## src/rtl/poly_coeff_sampler.sv

```systemverilog
// -----------------------------------------------------------------------------
// poly_coeff_sampler
//
// Turns a stream of 64-bit PRNG words into polynomial coefficients. One run
// produces (npoly_m1+1) polynomials of 2^min(log_n, LOGN) coefficients each.
// The distribution is one of the following:
//   00 uniform mod q with rejection
//   01 centred binomial (sign-magnitude)
//   10 ternary with rejection
// Accepted coefficients pass through a 2-entry FIFO. Its head register drives
// out_*, so both the PRNG side and the RAM-writer side may stall.
//
// Optional feature, selected by a compile-time macro:
//   SAMPLER_REJECT_STATS_EN
//     defined   : reject_count is a saturating count of rejected words.
//     undefined : reject_count is tied to 0.
//
// Ports:
//   clk, rst        clock; asynchronous active-high reset
//   start           start pulse, sampled only in IDLE
//   mode            distribution select (11 reserved, start ignored)
//   log_n           log2 of coefficients per polynomial, clamped to LOGN
//   npoly_m1        number of polynomials minus 1
//   q, shift        modulus and right shift for uniform mode
//   rnd_data        PRNG word; rnd_valid / rnd_ready form its handshake
//   out_coef        output coefficient
//   out_addr        coefficient index within its polynomial
//   out_poly        polynomial index
//   out_last        marks the final coefficient of the run
//   out_valid       output handshake, valid side
//   out_ready       output handshake, ready side
//   busy            high in RUN or DRAIN
//   done            one-cycle pulse when the run has fully drained
//   reject_count    rejected-word counter (see macro above)
// -----------------------------------------------------------------------------
module poly_coeff_sampler #(
    parameter int LOGN    = 13,
    parameter int LOGQ    = 54,
    parameter int ETA     = 21,
    parameter int NPOLY_W = 2
) (
    input  logic               clk,
    input  logic               rst,
    input  logic               start,
    input  logic [1:0]         mode,
    input  logic [3:0]         log_n,
    input  logic [NPOLY_W-1:0] npoly_m1,
    input  logic [LOGQ-1:0]    q,
    input  logic [5:0]         shift,
    input  logic [63:0]        rnd_data,
    input  logic               rnd_valid,
    output logic               rnd_ready,
    output logic [LOGQ-1:0]    out_coef,
    output logic [LOGN-1:0]    out_addr,
    output logic [NPOLY_W-1:0] out_poly,
    output logic               out_last,
    output logic               out_valid,
    input  logic               out_ready,
    output logic               busy,
    output logic               done,
    output logic [31:0]        reject_count
);

    localparam int EW = $clog2(ETA + 1) + 1;  // CBD sign-magnitude width
    localparam int PW = EW - 1;               // popcount / magnitude width
    localparam logic [3:0]      LOGN_CLAMP = (LOGN > 15) ? 4'd15 : 4'(LOGN);
    localparam logic [LOGN-1:0] ADDR_ONES  = '1;

    typedef enum logic [1:0] {S_IDLE, S_RUN, S_DRAIN} state_t;
    typedef enum logic [1:0] {
        M_UNIFORM = 2'b00, M_CBD = 2'b01, M_TERNARY = 2'b10, M_RESERVED = 2'b11
    } mode_t;

    typedef struct packed {
        logic [LOGQ-1:0]    coef;
        logic [LOGN-1:0]    addr;
        logic [NPOLY_W-1:0] poly;
        logic               last;
    } entry_t;

    state_t             r_state, w_next_state;
    mode_t              r_mode;
    logic [3:0]         r_log_n;
    logic [NPOLY_W-1:0] r_npoly_m1;
    logic [LOGQ-1:0]    r_q;
    logic [5:0]         r_shift;
    logic [LOGN-1:0]    r_addr;
    logic [NPOLY_W-1:0] r_poly;
    entry_t             r_fifo [2];
    logic               r_wr_ptr, r_rd_ptr;
    logic [1:0]         r_count;
    logic               r_done;

    logic               w_start_ok, w_accept, w_push, w_pop, w_at_end, w_last_push;
    logic [LOGN-1:0]    w_addr_max;
    logic [LOGQ-1:0]    w_uni, w_coef;
    logic [PW-1:0]      w_pop_a, w_pop_b, w_mag;
    logic               w_sign, w_reject;
    logic [15:0]        w_s;

    // ---------------- handshakes (rnd_ready depends on registers only) -------
    assign rnd_ready  = (r_state == S_RUN) && (r_count != 2'd2);
    assign out_valid  = (r_count != 2'd0);
    assign busy       = (r_state != S_IDLE);
    assign done       = r_done;
    assign w_accept   = rnd_valid && rnd_ready;
    assign w_push     = w_accept && !w_reject;
    assign w_pop      = out_valid && out_ready;
    assign w_start_ok = (r_state == S_IDLE) && start && (mode != M_RESERVED);

    // Mask of the low r_log_n bits gives the last index, 2^n - 1.
    assign w_addr_max  = ~(ADDR_ONES << r_log_n);
    assign w_at_end    = (r_addr == w_addr_max) && (r_poly == r_npoly_m1);
    assign w_last_push = w_push && w_at_end;

    // ---------------- candidate generation -----------------------------------
    assign w_uni = rnd_data[LOGQ-1:0] >> r_shift;
    assign w_s   = rnd_data[63:48];

    always_comb begin
        // NOTE: every always_comb output gets a default first, so no path
        // leaves a signal unassigned and no latch is inferred.
        w_pop_a = '0;
        w_pop_b = '0;
        // NOTE: blocking '=' is right here: the sum is built up step by step
        // within one evaluation. Clocked state below uses '<=' only.
        for (int i = 0; i < ETA; i++) begin
            w_pop_a = w_pop_a + PW'(rnd_data[i]);
            w_pop_b = w_pop_b + PW'(rnd_data[ETA + i]);
        end
        // Zero difference takes the non-negative branch, so zero has sign 0.
        w_sign = (w_pop_a < w_pop_b);
        w_mag  = w_sign ? (w_pop_b - w_pop_a) : (w_pop_a - w_pop_b);
    end

    always_comb begin
        w_coef   = '0;
        w_reject = 1'b0;
        case (r_mode)
            M_UNIFORM: begin
                w_coef   = w_uni;
                w_reject = (w_uni >= r_q);
            end
            M_CBD: begin
                w_coef[EW-1]   = w_sign;
                w_coef[PW-1:0] = w_mag;
            end
            M_TERNARY: begin
                w_reject = (w_s == 16'hffff);
                if (w_s < 16'h5555)      w_coef = LOGQ'(0);
                else if (w_s < 16'haaaa) w_coef = LOGQ'(1);
                else                     w_coef = LOGQ'(3);
            end
            default: w_reject = 1'b1;
        endcase
    end

    // ---------------- FSM ----------------------------------------------------
    always_ff @(posedge clk or posedge rst) begin
        if (rst) r_state <= S_IDLE;
        else     r_state <= w_next_state;
    end

    always_comb begin
        w_next_state = r_state;
        case (r_state)
            S_IDLE:  if (w_start_ok)       w_next_state = S_RUN;
            S_RUN:   if (w_last_push)      w_next_state = S_DRAIN;
            S_DRAIN: if (r_count == 2'd0)  w_next_state = S_IDLE;
            default:                       w_next_state = S_IDLE;
        endcase
    end

    always_ff @(posedge clk or posedge rst) begin
        if (rst) r_done <= 1'b0;
        else     r_done <= (r_state == S_DRAIN) && (r_count == 2'd0);
    end

    // ---------------- run configuration and index counters -------------------
    always_ff @(posedge clk or posedge rst) begin
        if (rst) begin
            r_mode     <= M_UNIFORM;
            r_log_n    <= '0;
            r_npoly_m1 <= '0;
            r_q        <= '0;
            r_shift    <= '0;
            r_addr     <= '0;
            r_poly     <= '0;
        end else if (w_start_ok) begin
            r_mode     <= mode_t'(mode);
            r_log_n    <= (log_n > LOGN_CLAMP) ? LOGN_CLAMP : log_n;
            r_npoly_m1 <= npoly_m1;
            r_q        <= q;
            r_shift    <= shift;
            r_addr     <= '0;
            r_poly     <= '0;
        end else if (w_push) begin
            if (r_addr == w_addr_max) begin
                r_addr <= '0;
                r_poly <= r_poly + 1'b1;
            end else begin
                r_addr <= r_addr + 1'b1;
            end
        end
    end

    // ---------------- 2-entry output FIFO ------------------------------------
    always_ff @(posedge clk or posedge rst) begin
        if (rst) begin
            // NOTE: the two storage entries are reset as well. They feed
            // out_* directly, and those outputs must read 0 during reset.
            r_fifo[0] <= '0;
            r_fifo[1] <= '0;
            r_wr_ptr  <= 1'b0;
            r_rd_ptr  <= 1'b0;
            r_count   <= 2'd0;
        end else begin
            if (w_push) begin
                r_fifo[r_wr_ptr] <= '{coef: w_coef, addr: r_addr, poly: r_poly, last: w_at_end};
                r_wr_ptr         <= ~r_wr_ptr;
            end
            if (w_pop) r_rd_ptr <= ~r_rd_ptr;
            case ({w_push, w_pop})
                2'b10:   r_count <= r_count + 2'd1;
                2'b01:   r_count <= r_count - 2'd1;
                default: r_count <= r_count;
            endcase
        end
    end

    assign out_coef = r_fifo[r_rd_ptr].coef;
    assign out_addr = r_fifo[r_rd_ptr].addr;
    assign out_poly = r_fifo[r_rd_ptr].poly;
    assign out_last = r_fifo[r_rd_ptr].last;

    // ---------------- optional rejection statistics --------------------------
`ifdef SAMPLER_REJECT_STATS_EN
    logic [31:0] r_reject_count;

    always_ff @(posedge clk or posedge rst) begin
        if (rst)                                                r_reject_count <= '0;
        else if (w_start_ok)                                    r_reject_count <= '0;
        else if (w_accept && w_reject && (r_reject_count != '1)) r_reject_count <= r_reject_count + 32'd1;
    end

    assign reject_count = r_reject_count;
`else
    assign reject_count = 32'd0;
`endif

endmodule
```

## config.mk

```make
export PLATFORM = sky130hd
export DESIGN_NAME = poly_coeff_sampler
export DESIGN_NICKNAME = d
export VERILOG_FILES = /design/src/rtl/poly_coeff_sampler.sv
export SDC_FILE = /design/constraint.sdc
export NUM_CORES = 1
export LEC_CHECK = 0
export ABC_AREA = 1
export CORE_MARGIN = 4
export CORE_UTILIZATION = 40
export CTS_BUF_LIST = sky130_fd_sc_hd__clkbuf_8
export DETAILED_ROUTE_END_ITERATION = 8
export PLACE_DENSITY = 0.73
export SETUP_SLACK_MARGIN = 0.3
export SYNTH_ARGS = -nofsm -noshare
export SYNTH_HDL_FRONTEND = slang
export SYNTH_SLANG_ARGS = --single-unit
```

## constraint.sdc

```tcl
create_clock -name clk -period 10.65 [get_ports clk]
set_input_delay 1.5975 -clock clk [delete_from_list [all_inputs] [get_ports clk]]
set_output_delay 1.5975 -clock clk [all_outputs]
set_load 0.05 [all_outputs]
```

# Yosys cells after proc, flatten, opt, wreduce, memory -nomap -nowiden
# Index checks and enable logic that the tools add are counted.
# totals
in_bits,137
register_bits,230
output_inout_bits,106
word_cells,140
# op_classes
n_shift,2
n_reduce_logical,21
order_cmp,8
n_eq_ne,14
bitwise_logic,5
add_sub_neg,46
mux,24
# ops
cell,count
70-bit two-way mux,4
5-bit by 1-bit adder with 5-bit output,32
140-bit bitwise mux,1
48-bit case mux with 2 select lines,1
70-bit demux with 1-bit select,1
54-bit >= comparator,1
54-bit two-way mux,1
54-bit by 6-bit >> shifter with 54-bit output,1
13-bit two-way mux,3
6-bit case mux with 3 select lines,1
"16-bit == test, second input constant",1
"16-bit by 15-bit less-than comparator with 1-bit output, second input constant",1
"16-bit less-than comparator, second input constant",1
2-bit two-way mux,7
"13-bit by 1-bit adder with 13-bit output, second input constant",1
13-bit == test,1
13-bit inverter,1
"13-bit by 4-bit left shift with 13-bit output, first input constant",1
4-bit by 1-bit adder with 5-bit output,2
1-bit logical AND,10
"2-bit inequality test, second input constant",5
2-bit nonzero test,5
5-bit subtractor,2
3-bit by 1-bit adder with 4-bit output,2
other kinds (22),34

# Depth between registers and ports, before layout
# logic_depth
depth_word,24
depth_mapped,32

# Least setup slack after synthesis
# No wires, ideal clock.
# synth_timing
path_kind,input to register
start,input port rnd_data[0]
end,register r_fifo[89] in the netlist's numbering
n_path_buf,0
arrival_ps,6502
setup_time_ps,121
setup_slack_ps,4028
path_stages,22
cell_sequence,inv_1 > fa_1 > fa_1 > fa_1 > fa_1 > fa_1 > fa_1 > fa_1 > xnor2_1 > ha_1 > a21oi_1 > nand2_1 > nand2_1 > nand2_1 > a21oi_1 > nand2_1 > o21ai_0 > a21boi_0 > nand2_1 > nand2_1 > nand2_2 > o21ai_2
# synth_between
elab_chain_len,24
elab_cells_between_ends,31
cone_classes,22 x add/sub; 2 x order compare; 1 x shift; 4 x mux; 2 x reduce/logical
# synth_rtl
item,line_no,rtl
"start, declared",50,"input logic [63:0] rnd_data,"
1-bit by 1-bit adder with 2-bit output,128,w_pop_a = w_pop_a + PW'(rnd_data[i]);
2-bit by 1-bit adder with 3-bit output,128,
3-bit by 1-bit adder with 4-bit output,128,
4-bit by 1-bit adder with 5-bit output,128,
5-bit by 1-bit adder with 5-bit output (16 in a row),128,
5-bit subtractor or 5-bit less-than comparator (tied branches),"133, 132",
5-bit two-way mux,133,w_mag = w_sign ? (w_pop_b - w_pop_a) : (w_pop_a - w_pop_b);
6-bit case mux with 3 select lines,139,case (r_mode)
140-bit bitwise mux,219,"r_fifo[r_wr_ptr] <= '{coef: w_coef, addr: r_addr, poly: r_poly, last: w_at_end};"
"end signal, assigned by index",219,
"end, declared",89,entry_t r_fifo [2];
# Parallel ways exist; a longest one is shown, timed or not.
# A chain may end at the register's enable or synchronous reset.

# Worst setup path after layout
# layout_timing
start,input port rnd_data[21]
end,register r_fifo[89] in the netlist's numbering
# layout_between
elab_chain_len,24
elab_cells_between_ends,31
cone_classes,22 x add/sub; 2 x order compare; 1 x shift; 4 x mux; 2 x reduce/logical
# layout_rtl
item,line_no,rtl
1-bit by 1-bit adder with 2-bit output,129,w_pop_b = w_pop_b + PW'(rnd_data[ETA + i]);
2-bit by 1-bit adder with 3-bit output,129,
3-bit by 1-bit adder with 4-bit output,129,
4-bit by 1-bit adder with 5-bit output,129,
5-bit by 1-bit adder with 5-bit output (16 in a row),129,
5-bit subtractor or 5-bit less-than comparator (tied branches),"133, 132",
5-bit two-way mux,133,
6-bit case mux with 3 select lines,139,
140-bit bitwise mux,219,
# Parallel ways exist; a longest one is shown, timed or not.

==> impl_metrics.csv <==
group,metric,value,unit
run_status,outcome,"finished, final reports clean",
global_routing,global_route.peak_usage_layer,"met2",
synth,synth.ff_latch_count,230,
sta,rsz0062_at_grt,"false",
clock_tree,cts_hold_buffers,0,
routing,1st_pass_router_iterations,6,
global_routing,maximum_number_of_pins_on_one_net_before_global_route_repair,109,
sta,fmax,143,MHz
setup_path,critical_path.top_delay_family,"adder cells",
global_routing,grt.overflow.total,0,
clock_tree,cts.root.buffer_cell,"clkbuf_8",
setup_path,worstSetupPathType,"input port to flop",
setup_path,slowest_delay,0.57,ns
cells_and_area,layout-drive-gt1-share,4.45,%
synth,synthesis.yosys.warnings,0,
global_routing,globalRouteMet2Util,37.1,%
synth,synthArstFlopShare,100,%
sta,final-setup-viol-count,0,
clock_tree,clock_tree.htree_level_count,2,
floorplanning,fp.coreArea,0.0431,mm²
clock_tree,post_cts_resize_count,0,
synth,synth_area_leaders,"dfrtp_1 33%, nand2_1 17%, o21ai_0 8.3%",
cells_and_area,antenna_cells,0,
synth,syn-mean-instance-area,6.79,µm²
cells_and_area,area_growth,16.8,%
floorplanning,i_o_pin_cnt,243,
clock_tree,cts_made_buffers,41,
sta,worst-slew-pin-transition,1.10,ns
global_routing,grt_antenna_before_repair,2,
synth,post-synth-top-area-fraction,33.0,%
synth,synth-edff-count,0,
setup_path,critical_path.max_fanout,8,
setup_path,critical_path.startpoint_type,"input port",
place,dpl.hpwl,41700,µm
clock_tree,tritoncts,"built",
routing,initialDrtViolationCount,2052,
floorplanning,starting_density_of_the_core,40.4,%
sta,finalHoldViolations,0,
flow_run,timing.max_cap.violations,0,
synth,mappedNetlistArea,0.0174,mm²
routing,ant_nets,0,
clock_tree,cts.repair_timing.setup_buffer_count,0,
sta,fin_crit_sh,65.7,%
setup_path,regToRegSetupSlack,4.37,ns
global_routing,track_usage,23.7,%
routing,postRouteWirelength,56700,µm
place,finalWeightedCongestion,0.960,
synth,synthFlopType,"dfrtp_1",
cells_and_area,nFillCells,4310,
clock_tree,cts_clk_pin_slew_worst_paths,0.05,ns
routing,routed-via-count,17200,
cells_and_area,layout_commonest_cell,"nand2_1",
sta,slew_headroom,26.9,%
setup_path,startpoint,"rnd_data[21]",
floorplanning,floorplan.die.height,217,µm
setup_path,reg2reg_from,"r_shift[0]$_DFFE_PP0P_",
setup_path,required,11.08,ns
global_routing,vias_in_the_first_global_route,16700,
global_routing,gr-usage-met1,33.2,%
routing,drc,0,
synth,yosys.area.top_type,"dfrtp_1",
synth,synth-seq-area-share,33.0,%
clock_tree,worstSkewPairLatency,0.61,ns
setup_path,critPathCaptureType,"flop",
setup_path,cpMostUsedCell,"fa_1",
floorplanning,placementRows,76,
place,place.port_buffers,210,
min_path,hold_path.startpoint,"r_addr[11]$_DFFE_PP0P_",
setup_path,cpMaxStageDelayCell,"fa_1",
routing,wl_per_cell,17.1,µm
routing,post_drt_via_cell_ratio,5.21,
min_path,hold_path_class,"flop to flop",
setup_path,path_buf_inv,4,
synth,synth.lib_cells_used.distinct,48,
cells_and_area,finish.net_count,2942,
clock_tree,cts.path.max_buffers,3,
clock_tree,tritoncts_num_sinks,230,
sta,finalSetupTns,0,ns
floorplanning,die_w,217,µm
synth,post_synth_inst_count,2567,
sta,final.setup_skew,0.0406,ns
global_routing,first_pass_grt_wire_length,89500,µm
global_routing,global_route_met3_usage,5.40,%
cells_and_area,layout.cells.most_common_list,"808 x nand2_1, 331 x inv_1, 288 x o21ai_0, 282 x nand3_1, 228 x dfrtp_1",
floorplanning,die_area,0.0470,mm²
setup_path,cp_data_arrival_time,7.43,ns
sta,period_needed,7.00,ns
sta,final_max_slew_viol_count,0,
==> metal layers <==
metal  part of all wire, %  routed length, µm
met1                    44              24800
met2                    44              25100
met3                   9.4               5350
met4                   2.4               1370
met5                 0.026                 15
==> kinds of logic (layout without fill, tap and decap cells) <==
| group | Yosys count | count (layout) | share of synthesized area [%] |
|---|---|---|---|
| buffers and inverters | 501 | 625 | 12.6 |
| AND/OR/NAND/NOR | 1283 | 1283 | 31.0 |
| multiplexers | 2 | 2 | 0.115 |
| other | 1 | 32 | 0.0215 |
| flip-flops | 230 | 230 | 33.0 |
| XOR/XNOR | 26 | 26 | 1.31 |
| AO/OA/AOI/OAI | 415 | 415 | 12.7 |
| adder cells (fa/ha/maj) | 109 | 109 | 9.21 |
==> per-stage QoR <==
step           setup WS, ns  cells  instance area, µm²  hold WS (ns)  utilization [%]
6_report               3.65   3307               20300         0.473             47.2
5_1_grt                3.21   3307               20300         0.500             47.2
4_1_cts                3.67   3307               20300         0.473             47.2
3_5_place_dp           3.05   3238               19600         0.458             45.4
3_3_place_gp           3.13   3238               19600         0.462             45.4
2_1_floorplan          2.75   2598               17500         0.446                -
==> final timing paths <==
path,endpoint,depth (start not counted)
min reg2reg,r_fifo[14]$_DFFE_PP0P_,2
min in group asynchronous,r_fifo[62]$_DFFE_PP0P_,2
max reg2reg,r_addr[2]$_DFFE_PP0P_,25
max,r_fifo[89]$_DFFE_PP0P_,25
min,r_fifo[14]$_DFFE_PP0P_,2
max in group asynchronous,r_rd_ptr$_DFFE_PP0P_,3
==> sequential cells by signal, summed over array words and instances, names as in the netlist <==
signal	count
r_npoly_m1	2
r_fifo	140
r_poly	2
done	1
r_q	54
r_shift	6
r_rd_ptr	1
r_mode	2
r_log_n	4
r_state	2
r_count	2
r_addr	13
r_wr_ptr	1
==> layout make-up <==
class	count	area [µm²]	share of cell area (%)
Sequential cell	230	5760	28.3
Timing Repair Buffer	227	2230	11.0
Clock buffer	50	688	3.38
Clock inverter	19	105	0.517
Tap cell	585	732	3.60
Inverter	329	1250	6.13
Multi-Input combinational cell	1867	9590	47.1
==> synthesized netlist by cell type (14+ instances only) <==
master    count
nand2_1     808
inv_1       319
o21ai_0     288
nand3_1     282
dfrtp_1     230
nor2_1      116
ha_1         77
clkbuf_1     65
o21ai_1      45
buf_2        44
a21oi_1      42
buf_4        36
fa_1         32
nor3_1       22
xor2_1       21
buf_6        16
o211ai_1     14
==> worst reg2reg max path: stages, from the launching register on <==
cell and delay (ns):
dfrtp_2 0.34, buf_4 0.67, inv_1 0.57, nand2_1 0.14, and2_1 0.15, nand2_1 0.09
nand2_1 0.11, nand2_1 0.06, o21ai_1 0.16, nand2_1 0.10, nand3_1 0.21, nand2_1 0.10
nand2_1 0.15, inv_1 0.06, ha_1 0.29, nand2_1 0.10, nor4_1 0.42, nand2_1 0.17
nor2_1 0.17, nand2_1 0.09, nand3_2 0.14, nand2_4 0.08, nand2_4 0.72, nand2_1 0.71
nand2_1 0.22, o21ai_0 0.10
Power is not shown: default switching activity piles up to over one toggle a cycle in this logic, so the estimate is an artifact.
